<file path="src/rtl/seq_bit_sampler.sv">
// Synchronises and debounces a raw data switch and an "enter bit" pushbutton,
// emitting a one-cycle bit strobe per debounced press plus a bit history and count.
module seq_bit_sampler #(
    parameter int unsigned SYNC_STAGES     = 2,
    parameter int unsigned DEBOUNCE_CYCLES = 16
) (
    input  logic       clk,
    input  logic       rst_n,
    input  logic       data_in,
    input  logic       strobe_in,
    output logic       bit_valid,
    output logic       bit_out,
    output logic [3:0] history,
    output logic [3:0] bit_count
);

    localparam int unsigned CNT_W = $clog2(DEBOUNCE_CYCLES + 1);
    localparam logic [CNT_W-1:0] CNT_LAST = CNT_W'(DEBOUNCE_CYCLES - 1);

    logic [SYNC_STAGES-1:0] data_sync;
    logic [SYNC_STAGES-1:0] strobe_sync;
    logic                   data_sync_out;
    logic                   strobe_sync_out;

    logic             data_stable;
    logic             strobe_stable;
    logic [CNT_W-1:0] data_cnt;
    logic [CNT_W-1:0] strobe_cnt;

    logic strobe_prev;
    logic data_prev;
    logic rise_c;

    assign data_sync_out   = data_sync[SYNC_STAGES-1];
    assign strobe_sync_out = strobe_sync[SYNC_STAGES-1];

    // Metastability chains for both asynchronous inputs
    always_ff @(posedge clk or negedge rst_n) begin
        if (!rst_n) begin
            data_sync   <= '0;
            strobe_sync <= '0;
        end else begin
            data_sync   <= {data_sync[SYNC_STAGES-2:0], data_in};
            strobe_sync <= {strobe_sync[SYNC_STAGES-2:0], strobe_in};
        end
    end

    // Data debounce: flip only after DEBOUNCE_CYCLES consecutive differing samples
    always_ff @(posedge clk or negedge rst_n) begin
        if (!rst_n) begin
            data_stable <= 1'b0;
            data_cnt    <= '0;
        end else if (data_sync_out == data_stable) begin
            data_cnt <= '0;
        end else if (data_cnt == CNT_LAST) begin
            data_stable <= data_sync_out;
            data_cnt    <= '0;
        end else begin
            data_cnt <= data_cnt + CNT_W'(1);
        end
    end

    // Strobe debounce, identical rule
    always_ff @(posedge clk or negedge rst_n) begin
        if (!rst_n) begin
            strobe_stable <= 1'b0;
            strobe_cnt    <= '0;
        end else if (strobe_sync_out == strobe_stable) begin
            strobe_cnt <= '0;
        end else if (strobe_cnt == CNT_LAST) begin
            strobe_stable <= strobe_sync_out;
            strobe_cnt    <= '0;
        end else begin
            strobe_cnt <= strobe_cnt + CNT_W'(1);
        end
    end

    // data_prev lags with strobe_prev so a simultaneous data flip captures the old value
    always_ff @(posedge clk or negedge rst_n) begin
        if (!rst_n) begin
            strobe_prev <= 1'b0;
            data_prev   <= 1'b0;
        end else begin
            strobe_prev <= strobe_stable;
            data_prev   <= data_stable;
        end
    end

    assign rise_c = strobe_stable & ~strobe_prev;

    always_ff @(posedge clk or negedge rst_n) begin
        if (!rst_n) begin
            bit_valid <= 1'b0;
            bit_out   <= 1'b0;
            history   <= 4'b0000;
            bit_count <= 4'd0;
        end else if (rise_c) begin
            bit_valid <= 1'b1;
            bit_out   <= data_prev;
            history   <= {history[2:0], data_prev};
            bit_count <= bit_count + 4'd1;
        end else begin
            bit_valid <= 1'b0;
        end
    end

endmodule

</file>
<file path="config.mk">
export PLATFORM = sky130hd
export DESIGN_NAME = seq_bit_sampler
export DESIGN_NICKNAME = d
export VERILOG_FILES = /design/src/rtl/seq_bit_sampler.sv
export SDC_FILE = /design/constraint.sdc
export NUM_CORES = 1
export LEC_CHECK = 0
export ABC_CLOCK_PERIOD_IN_PS = 2700
export CAP_MARGIN = 30
export CORE_MARGIN = 3
export CORE_UTILIZATION = 56
export CTS_CLUSTER_DIAMETER = 150
export DETAILED_ROUTE_END_ITERATION = 10
export PLACE_DENSITY = 0.86
export SLEW_MARGIN = 5
export SYNTH_ARGS = -nofsm -noshare
export SYNTH_HDL_FRONTEND = slang
export SYNTH_SLANG_ARGS = --single-unit
</file>
<file path="constraint.sdc">
create_clock -name clk -period 2.7 [get_ports clk]
set_input_delay 0.405 -clock clk [delete_from_list [all_inputs] [get_ports clk]]
set_output_delay 0.405 -clock clk [all_outputs]
set_load 0.01 [all_outputs]
</file>
# Yosys cells after proc, flatten, opt, wreduce, memory -nomap -nowiden
# Cells that the tools add are included.
# totals
ff_bits	28
latch_bits	0
ram_bits	0
romBits	0
in_bits	4
output_inout_bits	10
elab_cells	30
memories	0
# classes
addsub	3
multipliers	0
n_div	0
n_lt_le_gt_ge	0
n_eq_ne	4
shifts	0
muxes	5
bitwise_logic	4
n_reduce_logical	2
# ops
op	count
5-bit two-way mux	4
5-bit by 1-bit adder with 5-bit output, second input constant	2
5-bit by 4-bit equality test with 1-bit output, second input constant	2
4-bit by 1-bit adder with 4-bit output, second input constant	1
2-bit AND reduction	2
1-bit inverter	3
1-bit equality test	2
1-bit AND	1
1-bit two-way mux	1

# Depth between registers and ports, before layout
# depth
ltp_word	3
ltp_mapped	4
mapped_depth_nobuf	4

# Worst setup path after synthesis
# No wires, ideal clock.
# synth_path
path_type	register -> register
startpoint	register data_cnt[0]
endpoint	register data_stable
setup_time_ns	0.125
arrival_time_ns	1.038
required_time_ns	2.575
slack_ns	1.537
stages_incl_launch_ff	5
path_buffers	0
period_less_slack_ns	1.163
path_cell_list	dfrtp_1 > ha_1 > nand3_1 > nor2_1 > mux2_2
# synth_via
elab_chain_cells	2
# synth_lines
element	line_no	rtl
start, declared	27	logic [CNT_W-1:0] data_cnt;
start signal, assigned	59	data_cnt <= data_cnt + CNT_W'(1);
5-bit by 4-bit equality test with 1-bit output	55	end else if (data_cnt == CNT_LAST) begin
2-bit AND reduction (no line)	--	
end signal, assigned	56	data_stable <= data_sync_out;
end, declared	25	logic data_stable;
# No other way between the ends.
# A chain may end at the register's enable or synchronous reset.

# Worst setup path in the final report
# layout_path
startpoint	register bit_count[0]
endpoint	output bit_count[0]
# layout_rtl
element	line_no	rtl
start, declared	14	output logic [3:0] bit_count
start signal, assigned	101	bit_count <= bit_count + 4'd1;
# No word-level cell between the ends.

==> metrics <==
half-perimeter wire length after placement=987 um; Crit path largest cell delay=0.58 ns; highest ir drop seen on vdd=0.000413 V; min setup slack post-route=0.940 ns; cell area reported after detailed placement=1190 sq um; Rows=14; detailed-router iteration count before antenna repair=2; final hold vios=0; required arrival time at the worst endpoint=2.30 ns; power per standard cell area=506 nW/um^2; sequential fraction of the synthesis area=0.650; number of buffers on the longest clock path=2; Setup Fix Bufs, Post-CTS=0; DRC violation count after routing=0; total global-route track usage=0.138; number of nets in the synthesized netlist=78; n_diodes=0; post-route design area=1210 sq um; final critical-path required period=1.76 ns; relative slew slack=0.754; leading area contributor after synthesis=sky130_fd_sc_hd__dfrtp_1; Cell variety after synth=18; die span in x=49.1 um; number of setup violations in the final report=0; reported max-cap violation count=0; via count of the first global-routing pass=556; final worst clock skew=0.00143 ns; compound-gate portion of the synthesized area=0.00963; global-route wire length before repair=2.44 mm; area share of and/or/nand/nor cells after synthesis=0.110; pin count of the biggest net entering global routing=28; Post-Route Setup TNS=0 ns; cell chosen for the clock root=sky130_fd_sc_hd__clkbuf_4; initial cell density of the core=0.638; Inserted Clock Buffers=3; cell count after synthesis=71; kind of critical path=register to output port; LEAKAGE=0.630 nW; hold buffer count at CTS=0; Slew @ Worst Pin=0.366 ns; number of gates resized after CTS=0; library cell contributing the largest single delay on the critical path=sky130_fd_sc_hd__clkdlybuf4s50_1; DRT Wirelength=1.33 mm; sink count of the clock tree=27; overall power=0.615 mW; routed len/inst=12.0 um; gr ovfl total=0; family of cells with the greatest summed delay on the critical path=buffers and inverters; Post-Synthesis Cell Area=1040 sq um; start point of the worst min-delay path=data_sync[0]; adder-cell area share of the yosys netlist=0.0361; fraction of synthesized area in multiplexers=0.0866; Warnings, synthesis=0; Reg-to-Reg Start=strobe_cnt[0]; async set-or-reset flop fraction in the synthesized netlist=1.00; layout cell share with drive strength beyond 1=0.161; Post-synth top flop=sky130_fd_sc_hd__dfrtp_1; Routed Antenna Nets=0; final layout net count=95; number of antenna violations at the first check in global routing=0; CORE AREA=1630 sq um; hold slack=0.365 ns; insertion delay of the later-clocked pin in the worst-skew pair=0.31 ns; area share of the largest cell type after synthesis=0.650; leading post-synthesis cells by cell area=sky130_fd_sc_hd__dfrtp_1, sky130_fd_sc_hd__xor2_1, sky130_fd_sc_hd__mux2_2; Final Slew Violations=0; clock input transition at the sequential cells of the worst setup and hold paths=0.13 ns; final cycle utilization of the critical path=0.652; maximum fanout encountered on the critical timing path=4; Die ar.=2410 sq um; RSZ-0062 raised after global routing=false; cells traversed along the worst timing path=clkdlybuf4s50_1; crit path launch=bit_count[0]; Fill cells=102; Highest Clock Rate=568 MHz; Crit path arrival time=1.36 ns; worst slack at placement=1.29 ns; Port Buf Inserts=13; combinational family with the most area after synthesis=simple AND/OR/NAND/NOR gates; critical path capture point type=output port; count of buffering cells on the critical path with inverters included=1; vias post-DR=536; die height=49.1 um; mean cell area of the mapped netlist=14.6 sq um; Vias/cell=4.83; Layout area overhead=16.8%; Final Wtd Congestion=0.766; flip-flop and latch count after synthesis=27; number of H-tree levels=1; clock tree from TritonCTS=built; number of design-rule violations left by the first detailed-router iteration=8; outcome=complete, no violations; count of flip-flops with a built-in enable after synthesis=0; type of origin of the critical path=register; HP Class=register to register; XOR/XNOR Fraction of Synth Area=0.0830; number of I/O pins=14
metrics by stage:
| step | util | std cells |
|---|---|---|
| 2_1_floorplan | - | 71 |
| 3_3_place_gp | 0.730 | 107 |
| 3_5_place_dp | 0.730 | 107 |
| 4_1_cts | 0.746 | 111 |
| 5_1_grt | 0.746 | 111 |
| 6_report | 0.746 | 111 |
cells by family (layout without fill, tap and decap cells):
family	Yosys count	count (layout)
fa+ha+maj	3	3
flops	27	27
compound gates	2	2
simple gates	19	19
mux	7	7
xor+xnor	9	9
buf+inv	4	20
sequential cells by signal, indices dropped and copies added, names as in the netlist:
register / count
strobe_prev: 1
data_prev: 1
strobe_stable: 1
data_stable: 1
data_sync: 2
data_cnt: 5
history: 4
strobe_sync: 2
strobe_cnt: 5
bit_valid: 1
bit_count: 4
cells in the final DEF, fill, tap and decap left out:
| master | Yosys | final |
|---|---|---|
| sky130_fd_sc_hd__and2_1 | 2 | 2 |
| sky130_fd_sc_hd__and3_1 | 2 | 2 |
| sky130_fd_sc_hd__buf_4 | 1 | 1 |
| sky130_fd_sc_hd__clkbuf_1 | 0 | 1 |
| sky130_fd_sc_hd__clkbuf_4 | 0 | 3 |
| sky130_fd_sc_hd__clkdlybuf4s50_1 | 0 | 13 |
| sky130_fd_sc_hd__dfrtp_1 | 27 | 27 |
| sky130_fd_sc_hd__ha_1 | 3 | 3 |
| sky130_fd_sc_hd__inv_1 | 2 | 2 |
| sky130_fd_sc_hd__mux2_2 | 4 | 4 |
| sky130_fd_sc_hd__mux2_4 | 3 | 3 |
| sky130_fd_sc_hd__nand2_1 | 1 | 1 |
| sky130_fd_sc_hd__nand3_1 | 4 | 4 |
| sky130_fd_sc_hd__nand4_4 | 1 | 1 |
| sky130_fd_sc_hd__nor2_1 | 8 | 8 |
| sky130_fd_sc_hd__nor2b_4 | 1 | 1 |
| sky130_fd_sc_hd__o21ai_0 | 2 | 2 |
| sky130_fd_sc_hd__xnor2_1 | 1 | 1 |
| sky130_fd_sc_hd__xnor2_2 | 1 | 1 |
| sky130_fd_sc_hd__xor2_1 | 7 | 7 |
per-layer routing:
metal / up-vias / GRT usage / wire (um)
met2: 14 / 0.205 / 618
met4: 0 / 0.0995 / 28
met1: 256 / 0.169 / 620
met5: - / 0 / 0
met3: 4 / 0.0428 / 59
li1: 262 / - / -
worst reg2reg max path: stages (launching register included):
cell	delay, ns
sky130_fd_sc_hd__dfrtp_1	0.40
sky130_fd_sc_hd__ha_1	0.20
sky130_fd_sc_hd__nand3_1	0.12
sky130_fd_sc_hd__nor2_1	0.11
sky130_fd_sc_hd__mux2_2	0.33
report_power, final:
part / switching, mW / leakage [nW] / internal, mW / total (mW)
combinational: 0.0163 / 0.252 / 0.0131 / 0.0294
clock: 0.106 / 0.0150 / 0.0577 / 0.163
sequential: 0.00708 / 0.363 / 0.415 / 0.422
final timing paths:
| path | to | slack, ns | cells after the start |
|---|---|---|---|
| max reg2reg | strobe_stable | 1.43 | 4 |
| max | bit_count[0] | 0.94 | 1 |
| min in group asynchronous | strobe_cnt[1] | 0.44 | 2 |
| max in group asynchronous | bit_valid | 2.02 | 2 |
| min reg2reg | data_sync[1] | 0.36 | 0 |
| min | data_sync[1] | 0.36 | 0 |
cells in the mapped netlist (2+ instances only):
| cell | n |
|---|---|
| sky130_fd_sc_hd__and3_1 | 2 |
| sky130_fd_sc_hd__xor2_1 | 7 |
| sky130_fd_sc_hd__and2_1 | 2 |
| sky130_fd_sc_hd__nand3_1 | 4 |
| sky130_fd_sc_hd__ha_1 | 3 |
| sky130_fd_sc_hd__nor2_1 | 8 |
| sky130_fd_sc_hd__inv_1 | 2 |
| sky130_fd_sc_hd__dfrtp_1 | 27 |
| sky130_fd_sc_hd__mux2_2 | 4 |
| sky130_fd_sc_hd__o21ai_0 | 2 |
| sky130_fd_sc_hd__mux2_4 | 3 |
layout make-up:
cell class / instances / area (sq um) / share of cell area
flip-flops and latches: 27 / 676 / 0.556
multi-input cells: 40 / 338 / 0.278
repair buffers: 14 / 138 / 0.113
well taps: 24 / 30.0 / 0.0247
clock buffers: 4 / 26.3 / 0.0216
inverters: 2 / 7.51 / 0.00618
(Power assumes the default switching activity.)
